<file path="src/rtl/pe_result_drain_pkg.sv">
// Shared definitions for the PE result drain.
// Holds the default sizing of the MAC chain result path, the drain FSM
// state encodings and a small elaboration-time helper for the depth check.
package pe_result_drain_pkg;

    localparam int default_data_width      = 32;
    localparam int default_pipeline_stages = 12;   // MUL 5 + ADD 7
    localparam int default_buffer_width    = 5;
    localparam int default_buffer_size     = 32;
    localparam int default_count_width     = 16;

    localparam logic [1:0] st_idle    = 2'd0;
    localparam logic [1:0] st_collect = 2'd1;
    localparam logic [1:0] st_flush   = 2'd2;

    // The FIFO must be able to absorb every in-flight result plus one
    // more beyond the point where the issue permit drops.
    function automatic bit depth_ok(input int size, input int stages);
        return size > stages + 1;
    endfunction

endpackage

</file>
<file path="src/rtl/pe_result_drain_fifo.sv">
// Result FIFO for the PE drain.
// Words arriving from the PE cannot be back-pressured, so this FIFO accepts
// a write whenever there is room (or a read frees a slot in the same cycle)
// and flags a sticky overflow when a word has to be dropped.
// Ports:
//   clk, aclr    clock, asynchronous active-low reset
//   wr_data/wr_valid   incoming result word
//   rd_data/rd_valid   head word (combinational from memory), rd_ready pops
//   push/pop     this cycle's accepted write / read
//   level        registered occupancy, level_next occupancy after this cycle
//   overflow     sticky: a word arrived while full with no pop
module pe_result_drain_fifo #(
    parameter int DataWidth   = 32,
    parameter int BufferWidth = 5,
    parameter int BufferSize  = 32
) (
    input  logic                 clk,
    input  logic                 aclr,
    input  logic [DataWidth-1:0] wr_data,
    input  logic                 wr_valid,
    input  logic                 rd_ready,
    output logic [DataWidth-1:0] rd_data,
    output logic                 rd_valid,
    output logic                 push,
    output logic                 pop,
    output logic [BufferWidth:0] level,
    output logic [BufferWidth:0] level_next,
    output logic                 overflow
);

    localparam int LevelW = BufferWidth + 1;

    logic [DataWidth-1:0]   mem [BufferSize];
    logic [BufferWidth-1:0] wr_ptr;
    logic [BufferWidth-1:0] rd_ptr;
    logic                   full;
    logic                   empty;

    function automatic logic [BufferWidth-1:0] ptr_inc(input logic [BufferWidth-1:0] p);
        return (p == BufferWidth'(BufferSize - 1)) ? '0 : p + BufferWidth'(1);
    endfunction

    assign full     = (level == LevelW'(BufferSize));
    assign empty    = (level == '0);
    assign rd_valid = !empty;
    assign pop      = rd_valid && rd_ready;
    // A pop in the same cycle frees the slot, so a full FIFO can still accept.
    assign push     = wr_valid && (!full || pop);

    // Gate the head word so the port reads zero while nothing is buffered.
    assign rd_data  = rd_valid ? mem[rd_ptr] : '0;

    always_comb begin
        level_next = level;
        if (push && !pop) begin
            level_next = level + LevelW'(1);
        end else if (pop && !push) begin
            level_next = level - LevelW'(1);
        end
    end

    always_ff @(posedge clk) begin
        if (push) begin
            mem[wr_ptr] <= wr_data;
        end
    end

    always_ff @(posedge clk or negedge aclr) begin
        if (!aclr) begin
            wr_ptr   <= '0;
            rd_ptr   <= '0;
            level    <= '0;
            overflow <= 1'b0;
        end else begin
            if (push) begin
                wr_ptr <= ptr_inc(wr_ptr);
            end
            if (pop) begin
                rd_ptr <= ptr_inc(rd_ptr);
            end
            level <= level_next;
            if (wr_valid && full && !pop) begin
                overflow <= 1'b1;
            end
        end
    end

endmodule

</file>
<file path="src/rtl/pe_result_drain.sv">
// Terminal receiver on the partial-sum output stream of the last PE in a
// MAC chain. Issues the PE's permit only while the FIFO has room for every
// result that could still be in flight, re-times results onto a host
// valid/ready port, counts results per job and pulses Done at completion.
// Ports:
//   clk, aclr                     clock, asynchronous active-low reset
//   O_DataIn, O_DataInValid       result stream from the last PE
//   O_DataOutRdy                  issue permit to the last PE
//   Start, Num_Results            job launch and expected result count
//   R_DataOut, R_DataOutValid,
//   R_DataOutRdy                  host result port
//   Busy, Done, Overflow          job status, completion pulse, sticky drop flag
//
// state   | meaning
// IDLE    | no job; Start with a nonzero count opens COLLECT, zero goes to FLUSH
// COLLECT | permit may be issued; every accepted result counts toward target
// FLUSH   | all results received; wait for the FIFO to drain, then Done
module pe_result_drain
    import pe_result_drain_pkg::*;
#(
    parameter int DataWidth       = default_data_width,
    parameter int Pipeline_Stages = default_pipeline_stages,
    parameter int BufferWidth     = default_buffer_width,
    parameter int BufferSize      = default_buffer_size,
    parameter int CountWidth      = default_count_width
) (
    input  logic                  clk,
    input  logic                  aclr,
    input  logic [DataWidth-1:0]  O_DataIn,
    input  logic                  O_DataInValid,
    output logic                  O_DataOutRdy,
    input  logic                  Start,
    input  logic [CountWidth-1:0] Num_Results,
    output logic [DataWidth-1:0]  R_DataOut,
    output logic                  R_DataOutValid,
    input  logic                  R_DataOutRdy,
    output logic                  Busy,
    output logic                  Done,
    output logic                  Overflow
);

    localparam int LevelW   = BufferWidth + 1;
    // Once occupancy reaches this value, the results already in the MAC
    // pipeline could fill the remaining slots, so the permit must drop.
    localparam int RdyLimit = BufferSize - Pipeline_Stages - 1;

    generate
        if (!depth_ok(BufferSize, Pipeline_Stages)) begin : g_bad_depth
            $error("pe_result_drain: BufferSize must exceed Pipeline_Stages+1");
        end
        if (BufferSize > (1 << BufferWidth)) begin : g_bad_width
            $error("pe_result_drain: BufferWidth too small for BufferSize");
        end
    endgenerate

    logic [1:0]            state;
    logic [CountWidth-1:0] rcv;
    logic [CountWidth-1:0] target;
    logic [CountWidth-1:0] rcv_inc;
    logic                  push;
    logic                  pop;
    logic [BufferWidth:0]  level;
    logic [BufferWidth:0]  level_next;

    pe_result_drain_fifo #(
        .DataWidth   (DataWidth),
        .BufferWidth (BufferWidth),
        .BufferSize  (BufferSize)
    ) u_fifo (
        .clk        (clk),
        .aclr       (aclr),
        .wr_data    (O_DataIn),
        .wr_valid   (O_DataInValid),
        .rd_ready   (R_DataOutRdy),
        .rd_data    (R_DataOut),
        .rd_valid   (R_DataOutValid),
        .push       (push),
        .pop        (pop),
        .level      (level),
        .level_next (level_next),
        .overflow   (Overflow)
    );

    // Saturate rather than wrap so a runaway stream can never fake a match.
    assign rcv_inc      = (rcv == {CountWidth{1'b1}}) ? rcv : rcv + CountWidth'(1);

    assign O_DataOutRdy = (state == st_collect) && (level < LevelW'(RdyLimit));
    assign Busy         = (state != st_idle);

    always_ff @(posedge clk or negedge aclr) begin
        if (!aclr) begin
            state  <= st_idle;
            rcv    <= '0;
            target <= '0;
            Done   <= 1'b0;
        end else begin
            Done <= 1'b0;
            case (state)
                st_idle: begin
                    if (Start) begin
                        rcv    <= '0;
                        target <= Num_Results;
                        state  <= (Num_Results == '0) ? st_flush : st_collect;
                    end
                end
                st_collect: begin
                    if (push) begin
                        rcv <= rcv_inc;
                        if (rcv_inc == target) begin
                            state <= st_flush;
                        end
                    end
                end
                st_flush: begin
                    // Includes this cycle's pop so Done follows the last word directly.
                    if (level_next == '0) begin
                        state <= st_idle;
                        Done  <= 1'b1;
                    end
                end
                default: begin
                    state <= st_idle;
                end
            endcase
        end
    end

endmodule

</file>
<file path="config.mk">
export PLATFORM = sky130hd
export DESIGN_NAME = pe_result_drain
export DESIGN_NICKNAME = d
export VERILOG_FILES = /design/src/rtl/pe_result_drain_pkg.sv /design/src/rtl/pe_result_drain_fifo.sv /design/src/rtl/pe_result_drain.sv
export SDC_FILE = /design/constraint.sdc
export NUM_CORES = 1
export LEC_CHECK = 0
export CAP_MARGIN = 20
export CORE_ASPECT_RATIO = 1.5
export CORE_MARGIN = 3
export CORE_UTILIZATION = 28
export DETAILED_ROUTE_END_ITERATION = 16
export GPL_TIMING_DRIVEN = 1
export SLEW_MARGIN = 20
export SYNTH_ARGS = -nofsm -noshare
export SYNTH_HDL_FRONTEND = slang
export SYNTH_SLANG_ARGS = --single-unit
</file>
<file path="constraint.sdc">
create_clock -name clk -period 5.4 [get_ports clk]
set_input_delay 1.35 -clock clk [delete_from_list [all_inputs] [get_ports clk]]
set_output_delay 1.35 -clock clk [all_outputs]
set_load 0.005 [all_outputs]
</file>
==> results of run 1 <==
==> per-layer routing <==
metal	track usage, %	wire (µm)	part of all wire (%)	vias to the layer above
li1	-	-	-	8495
met1	17.4	42600	39	11264
met2	24.7	57700	53	774
met3	2.17	6300	5.8	163
met4	3.74	2140	2.0	6
met5	0	44	0.040	-
==> sequential cells by signal (all words and copies together) (netlist names) <==
register,count
u_fifo.mem,1024
rcv,16
target,16
u_fifo.level,6
u_fifo.rd_ptr,5
u_fifo.wr_ptr,5
state,2
Done,1
u_fifo.overflow,1
==> area by class of cell <==
type / instances / area [µm²] / share of cell area, %
timing repair buffer: 184 / 1980 / 3.95
tap: 1936 / 2420 / 4.83
inverter: 14 / 52.6 / 0.105
clock buffer: 130 / 2810 / 5.60
sequential: 1076 / 32100 / 63.9
multi-input combinational: 721 / 10100 / 20.2
clock inverter: 68 / 709 / 1.41
==> per-stage QoR <==
stage          util, %  worst slack [ps]  total power, mW  cells  cell area, µm²
2_1_floorplan        -              1470             12.7   1918           42400
3_3_place_gp      31.0               410             15.1   3927           46600
3_5_place_dp      31.0               443             15.2   3927           46600
4_1_cts           33.4               148             22.6   4128           50200
5_1_grt           33.4               150             23.2   4129           50100
6_report          33.4               271             22.4   4129           50100
==> worst max-delay path by stage <==
| stage | start | end | slack [ps] | cells past startpoint |
|---|---|---|---|---|
| global placement | u_fifo.rd_ptr[0] | R_DataOut[7] | 410 | 6 |
| floorplan | O_DataInValid | u_fifo.mem[31][0] | 1470 | 5 |
| finish | u_fifo.rd_ptr[1] | R_DataOut[4] | 270 | 7 |
| CTS | u_fifo.rd_ptr[1] | R_DataOut[3] | 150 | 7 |
| global route | u_fifo.rd_ptr[1] | R_DataOut[26] | 150 | 7 |
| detailed placement | u_fifo.rd_ptr[0] | R_DataOut[7] | 440 | 6 |
==> logic make-up (layout without fill, tap and decap cells) <==
family,after synthesis,in the layout,synth area share [%]
buffers and inverters,121,396,1.17
XOR/XNOR,20,20,0.413
multiplexers,374,374,18.3
flip-flops,1076,1076,75.6
AO/OA/AOI/OAI,101,101,1.59
adder cells (fa/ha/maj),10,10,0.295
AND/OR/NAND/NOR,216,216,2.61
==> cell usage after synthesis (2+ instances only) <==
cell type  count  area (µm²)
mux2i_1       36         360
ha_1          10         125
and3_1        10        62.6
o311a_1        3        30.0
or4_1          3        22.5
o41ai_1        2        17.5
buf_1         21        78.8
nor3_1         9        45.0
nor4_1         8        50.1
o22ai_1        2        12.5
clkbuf_1      59         221
a31oi_1       12        75.1
buf_2         25         125
nand2_1       35         131
mux4_2       320        7210
o2111ai_1      2        17.5
a22o_1         2        17.5
or2_2          4        25.0
mux2_2        18         203
a21oi_1       24         120
xnor2_1       12         105
nand2b_1       6        37.5
nand4_1        9        56.3
nand3_1       12        60.1
o31ai_1        2        15.0
o21ai_0       24         120
a311oi_1       5        43.8
and2_1         2        12.5
nand3b_1       7        52.6
nor2b_1        2        12.5
edfxtp_1    1024       30700
a211oi_1       2        15.0
and4_1         3        26.3
o21ai_1        4        20.0
nor2_1        88         330
dfrtp_1       52        1300
or3_1          4        25.0
inv_1         14        52.6
xor2_1         8        70.1
==> where the power goes <==
group | switching (mW) | internal, mW
Clock | 3.16 | 4.20
Sequential | 0.311 | 9.60
Combinational | 2.74 | 2.35
Total | 6.21 | 16.1
==> repair_timing <==
action,in CTS,in global routing
endpoints found under the setup margin,27,0
endpoints found under the hold margin,0,0
resized for setup,2,0
setup buffers,3,0
hold buffers,0,0
==> critical path, stage by stage, from the launching register on <==
cell and delay (ps):
dfrtp_4 490, buf_4 280, buf_12 300, mux4_2 380, mux4_2 510, mux2i_1 370, nor2_1 110, clkdlybuf4s50_1 580
==> impl_metrics.yaml, run 1 <==
status:
  status: "complete, no violations"
setup_path:
  worstPathRequired_ps: 4050
  worstPathMaxFanout: 43
  start_kind: "flop"
  path_class: "reg -> out"
  arrival_ps: 3780
  worst_r2r_path_depth: 7
  rr_startpoint: "u_fifo.level[1]"
  rr_endpoint: "u_fifo.mem[7][24]"
  reg2reg_setup_slack_ps: 1970
  cp-end-kind: "primary output"
die:
  ioPinCount: 90
  start_util_pct: 28.2
  fp.dieArea_um2: 156000
  die_w_um: 324
  row_count: 174
  die_y_um: 483
  core_area_um2: 150000
placement:
  place.gp.congestion: 0.815
  dp.final_hpwl_um: 61100
  portBuffers: 89
timing:
  tns_ps: 0
  finClkSkew_ps: 33.5
  fin_crit_ps: 5130
  timing.fmax_mhz: 195
  rsz0062_at_grt: "false"
  whs_ps: 477
  hold_violations: 0
  setup-violations-final: 0
  worst_slew_pin_slew_ps: 1090
  drv_slew: 0
  period_share_pct: 95.0
  slew_headroom_pct: 27.2
worst_hold_path:
  min_path_cells: 1
  min_from: "u_fifo.overflow"
  min_to: "u_fifo.overflow"
  hold_class: "reg -> reg"
yosys:
  async_flop_share_pct: 4.83
  synth_area_um2: 42400
  synth_edf_count: 1024
  ys.warnings.count: 0
  synthesis.nets: 1981
  synthCells: 1918
  ys_types: 72
  ys_seq_area_share_pct: 75.6
  syn_area_per_cell_um2: 22.1
  ys_ff_latch: 1076
  synth_ff_type: "edfxtp_1"
route:
  drt-initial-drc-count: 2185
  drt_wl_total_um: 109000
  first_pass_iters: 6
  viasPerCell: 5.01
  drcViolationCount: 0
  vias: 20702
  routedWlPerCell_um: 26.3
  ant_nets: 0
grt:
  grt_use_total_pct: 13.8
  gr-total-overflow: 0
  grt_max_degree: 82
  grt_pass1_wl_um: 156000
  antenna_found_initial: 9
  grt_pass1_vias: 21551
cts:
  clk_path_buf_depth: 3
  cts_buffers: 107
  clk_pin_slew_worst_paths_ps: 60
  htreeDepth: 3
  root_buffer: "clkbuf_16"
  tritoncts: "done"
  clk_latency_ps: 730
  cts_num_sinks: 1076
final_layout:
  layout-drive-gt1-share_pct: 29.7
  diodes: 0
  syn_to_final_growth_pct: 18.3
  fin_nets: 2167
  final_common_cell: "edfxtp_1"
  fillers: 13938
  final_cell_mix: "1024 x edfxtp_1, 320 x mux4_2, 109 x clkbuf_16"
power_and_ir_drop:
  leakage_nw: 15.5
  powerDensity_nw_per_um2: 446
  peakVddDrop_v: 0.000349
flow_run:
  maxCapViolations: 0
Note: power is estimated with default switching activity, not from simulation.
==> run 2: changes to the inputs <==
==> constraint.sdc (replaced) <==
create_clock -name clk -period 5.4 [get_ports clk]
set_input_delay 1.08 -clock clk [delete_from_list [all_inputs] [get_ports clk]]
set_output_delay 1.08 -clock clk [all_outputs]
set_load 0.005 [all_outputs]
==> run 2 against run 1 <==
  * Design area shrank 0.79%
  * Sequential share of layout area grew 0.51 points
  * Die area is the same
  * Clock power shrank 3.5%
  * Count of clock-buffer cells in the layout is the same
  * Clock skew grew 40 ps
  * First-iteration DRC count grew 18%
  * Worst setup slack lost 140 ps
  * Worst hold slack gained 21 ps
  * Maximum frequency shrank 2.6%
  * Flip-flop and latch count is the same
==> impl_metrics.yaml, run 2 (synthesized netlist as in run 1, its figures left out) <==
timing:
  tns_ps: 0
  fin_crit_ps: 5270
  setup-violations-final: 0
  drv_slew: 0
  worst_slew_pin_slew_ps: 1060
  finClkSkew_ps: 73.2
  hold_violations: 0
  worst_slack_ps: 132
  rsz0062_at_grt: "false"
  period_share_pct: 97.6
  slew_headroom_pct: 28.9
  timing.fmax_mhz: 190
power_and_ir_drop:
  p_sw_mw: 6.17
  peakVddDrop_v: 0.000328
  total_power_mw: 22.0
  switching_share_pct: 28.0
  internal_power_mw: 15.9
  leakage_nw: 15.3
  powerDensity_nw_per_um2: 443
  pwr-share-comb_pct: 22.6
  clockPowerShare_pct: 32.2
  seq_power_share_pct: 45.2
route:
  drt-initial-drc-count: 2571
  drt_wl_total_um: 110000
  viasPerCell: 5.09
  met1_length_um: 44300
  route.met3.wl_um: 7880
  ant_nets: 0
  routedWlPerCell_um: 26.8
  top_layer_used: "met5"
  drcViolationCount: 0
  wl_met2_um: 55100
  vias: 20898
  first_pass_iters: 5
flow_run:
  maxCapViolations: 0
setup_path:
  path_class: "reg -> out"
  worst_r2r_path_depth: 7
  reg2reg_setup_slack_ps: 1710
  cp-end-kind: "primary output"
  worstPathMaxFanout: 52
  arrival_ps: 4190
  rr_startpoint: "u_fifo.level[1]"
  worstPathRequired_ps: 4320
  rr_endpoint: "u_fifo.mem[29][16]"
  start_kind: "flop"
die:
  ioPinCount: 90
  fp.dieArea_um2: 156000
  core_area_um2: 150000
  start_util_pct: 28.2
  die_y_um: 483
  row_count: 174
  die_w_um: 324
final_layout:
  seqCellArea_um2: 32100
  syn_to_final_growth_pct: 17.3
  reg_top3: "u_fifo.mem (1024), rcv (16), target (16)"
  regMostFlops: "u_fifo.mem"
  layout-drive-gt1-share_pct: 28.2
  multiInputGateArea_um2: 10100
  largest_reg_flops: 1024
  final_core_util_pct: 33.1
  final_common_cell: "edfxtp_1"
  fin_nets: 2146
  final_cell_mix: "1024 x edfxtp_1, 320 x mux4_2, 105 x clkbuf_16"
  fillers: 14028
placement:
  place_ws_ps: 705
  portBuffers: 89
  place.gp.congestion: 0.847
  dp.final_hpwl_um: 60500
grt:
  gr-total-overflow: 0
  grt_max_degree: 110
  antenna_found_initial: 14
  grt_use_total_pct: 14.0
  grt_pass1_wl_um: 157000
  grt_pass1_vias: 21457
cts:
  cts_buffers: 105
  htreeDepth: 3
  tritoncts: "done"
  cts_num_sinks: 1076
  clk_pin_slew_worst_paths_ps: 70
  root_buffer: "clkbuf_16"
  clk_latency_ps: 730
  cts_resized: 0
  clk_path_buf_depth: 3
status:
  status: "complete, no violations"
worst_hold_path:
  hold_class: "in -> async"
==> run 2: worst max path at each step <==
stage | to | slack (ps) | startpoint | cells after the start
2_1_floorplan | u_fifo.mem[31][0] | 1740 | O_DataInValid | 5
3_3_place_gp | R_DataOut[6] | 690 | u_fifo.rd_ptr[0] | 6
3_5_place_dp | R_DataOut[6] | 710 | u_fifo.rd_ptr[0] | 6
4_1_cts | R_DataOut[6] | 80 | u_fifo.rd_ptr[0] | 6
5_1_grt | R_DataOut[6] | 50 | u_fifo.rd_ptr[0] | 6
6_report | R_DataOut[6] | 130 | u_fifo.rd_ptr[0] | 6
==> run 2: power groups by stage <==
| stage | registers, mW | logic (mW) | clock network, mW |
|---|---|---|---|
| after detailed placement | 10.1 | 5.05 | 0 |
| after CTS | 9.96 | 5.09 | 7.25 |
| after global routing | 9.99 | 5.28 | 7.60 |
| final | 9.96 | 4.99 | 7.10 |
| after floorplan | 9.86 | 2.88 | 0 |
| after global placement | 10.1 | 5.01 | 0 |
==> run 2: what timing repair did <==
item	CTS	global route
setup buffers	1	0
setup endpoints to repair	7	0
hold buffers	0	0
==> run 2: area by class of cell <==
class | instances | area share, %
Clock inverter | 62 | 1.25
Sequential cell | 1076 | 64.5
Multi-Input combinational cell | 721 | 20.3
Antenna cell | 4 | 0.0201
Timing Repair Buffer | 165 | 3.53
Clock buffer | 130 | 5.47
Inverter | 14 | 0.106
Tap cell | 1936 | 4.87
==> run 2: per-layer routing <==
| layer | vias up | global-route usage (%) |
|---|---|---|
| met5 | - | 0 |
| met4 | 6 | 4.50 |
| met3 | 188 | 2.50 |
| met2 | 890 | 23.5 |
| met1 | 11378 | 18.4 |
| li1 | 8436 | - |
==> run 2: through the flow <==
step                cells  cell area, µm²  hold WS, ps
floorplan            1918           42400          460
global placement     3911           46400          457
detailed placement   3911           46400          503
CTS                  4104           49800          459
global route         4105           49700          534
finish               4108           49800          498
==> run 2: worst max-delay path, cell delays in order, from the launching register on <==
cell,delay (ps)
dfrtp_4,720
buf_12,430
mux4_2,560
mux4_2,470
mux2i_1,550
nor2_1,160
clkdlybuf4s50_1,510
==> run 3: changes to the inputs <==
--- a/config.mk
+++ b/config.mk
@@ -7,10 +7,10 @@
 export LEC_CHECK = 0
 export CAP_MARGIN = 20
 export CORE_ASPECT_RATIO = 1.5
-export CORE_MARGIN = 3
 export CORE_UTILIZATION = 28
 export DETAILED_ROUTE_END_ITERATION = 16
 export GPL_TIMING_DRIVEN = 1
+export SKIP_LAST_GASP = 1
 export SLEW_MARGIN = 20
 export SYNTH_ARGS = -nofsm -noshare
 export SYNTH_HDL_FRONTEND = slang
==> constraint.sdc (replaced) <==
create_clock -name clk -period 5.4 [get_ports clk]
set_input_delay 1.08 -clock clk [delete_from_list [all_inputs] [get_ports clk]]
set_output_delay 1.08 -clock clk [all_outputs]
set_load 0.01 [all_outputs]
==> run 3 against run 2 <==
  * Largest cell class unchanged
  * Non-clock buffer count rose by 39
  * Clock skew fell by 42 ps
  * Total power rose by 0.41%
  * Cell count rose by 0.80%
  * Design area rose by 0.57%
  * Worst hold slack got worse by 120 ps
  * Global-route usage rose by 0.44 points
  * Routed wire length rose by 0.90%
  * Via count fell by 0.67%
  * Count of clock-buffer cells in the layout fell by 6
==> impl_metrics.yaml, run 3 (synthesized netlist as in run 1, its figures left out) <==
setup_path:
  worstPathMaxFanout: 13
  start_kind: "flop"
  arrival_ps: 4030
  cp-end-kind: "primary output"
  worstPathRequired_ps: 4320
  path_class: "reg -> out"
timing:
  slew_headroom_pct: 27.6
  whs_ps: 382
  setup-violations-final: 0
  worst_slew_pin_slew_ps: 1080
  fin_crit_ps: 5110
  hold_violations: 0
  finClkSkew_ps: 31.1
  drv_slew: 0
  timing.fmax_mhz: 196
  tns_ps: 0
  period_share_pct: 94.5
  rsz0062_at_grt: "false"
  worst_slack_ps: 294
route:
  viasPerCell: 5.01
  drt-initial-drc-count: 2045
  drcViolationCount: 0
  routedWlPerCell_um: 26.8
  drt_wl_total_um: 111000
  ant_nets: 0
  first_pass_iters: 5
  vias: 20757
die:
  die_y_um: 479
  fp.dieArea_um2: 153000
  start_util_pct: 28.3
  ioPinCount: 90
  die_w_um: 320
  core_area_um2: 150000
  row_count: 174
power_and_ir_drop:
  leakage_nw: 15.5
  total_power_mw: 22.1
  powerDensity_nw_per_um2: 442
  peakVddDrop_v: 0.000304
final_layout:
  fillers: 13819
  final_common_cell: "edfxtp_1"
  fin_area_um2: 50000
  final_cell_mix: "1024 x edfxtp_1, 320 x mux4_2, 102 x clkbuf_16"
  regMostFlops: "u_fifo.mem"
  fin_cells: 4141
  fin_nets: 2182
  syn_to_final_growth_pct: 18.0
  largest_reg_flops: 1024
  reg_top3: "u_fifo.mem (1024), rcv (16), target (16)"
  final_core_util_pct: 33.4
  layout-drive-gt1-share_pct: 29.6
grt:
  grt_max_degree: 49
  grt_use_total_pct: 14.4
  antenna_found_initial: 10
  gr-total-overflow: 0
  grt_pass1_vias: 21878
  grt_pass1_wl_um: 159000
cts:
  cts_num_sinks: 1076
  clk_path_buf_depth: 3
  clk_pin_slew_worst_paths_ps: 60
  tritoncts: "done"
  root_buffer: "clkbuf_16"
  cts_buffers: 102
  htreeDepth: 3
  clk_latency_ps: 730
placement:
  dpl_cell_area_um2: 46800
  place_ws_ps: 763
  portBuffers: 89
  place.gp.congestion: 0.793
  dp.final_hpwl_um: 65900
  dp_cells: 3950
flow_run:
  maxCapViolations: 0
status:
  status: "complete, no violations"
worst_hold_path:
  hold_class: "in -> async"
[run 3: critical path, stage by stage (launching register included)]
cell and delay (ps):
dfrtp_4 710, buf_12 220, buf_4 250, mux4_2 530, mux4_2 490, mux2i_1 290, nor2_1 210, clkdlybuf4s50_1 580
[run 3: layout make-up]
class                      count  area, µm²  area share [%]
clock buffer                 124       2640            5.27
sequential                  1076      32100            64.1
tap                         1936       2420            4.84
multi-input combinational    721      10100            20.2
clock inverter                63        602            1.20
antenna                        3       7.51          0.0150
timing repair buffer         204       2140            4.27
inverter                      14       52.6           0.105
[run 3: final timing paths]
kind / end / slack [ps] / startpoint / depth (start not counted)
hold reg to reg: u_fifo.overflow / 490 / u_fifo.overflow / 1
min in group clk: u_fifo.overflow / 490 / u_fifo.overflow / 1
setup reg to reg: u_fifo.mem[26][2] / 1660 / u_fifo.level[1] / 7
hold / removal: rcv[9] / 380 / aclr / 1
max in group asynchronous: u_fifo.rd_ptr[0] / 4150 / aclr / 2
setup / recovery: R_DataOut[13] / 290 / u_fifo.rd_ptr[0] / 7
[run 3: power breakdown]
| part | internal [mW] | total (mW) | switching (mW) |
|---|---|---|---|
| logic | 2.40 | 5.16 | 2.76 |
| clock network | 3.84 | 6.98 | 3.14 |
| registers | 9.59 | 9.99 | 0.401 |
[run 3: repair_timing]
action | in CTS | in global routing
buffers inserted | 0 | 1
gates resized for setup | 2 | 0
hold buffers | 0 | 0
setup endpoints to repair | 2 | 1
[run 3: per-layer routing]
metal | global-route usage (%) | wire [µm] | vias to the layer above
li1 | - | - | 8528
met2 | 25.3 | 57800 | 799
met1 | 17.9 | 43500 | 11247
met4 | 4.57 | 2850 | 6
met3 | 2.66 | 6770 | 177
met5 | 0 | 34 | -
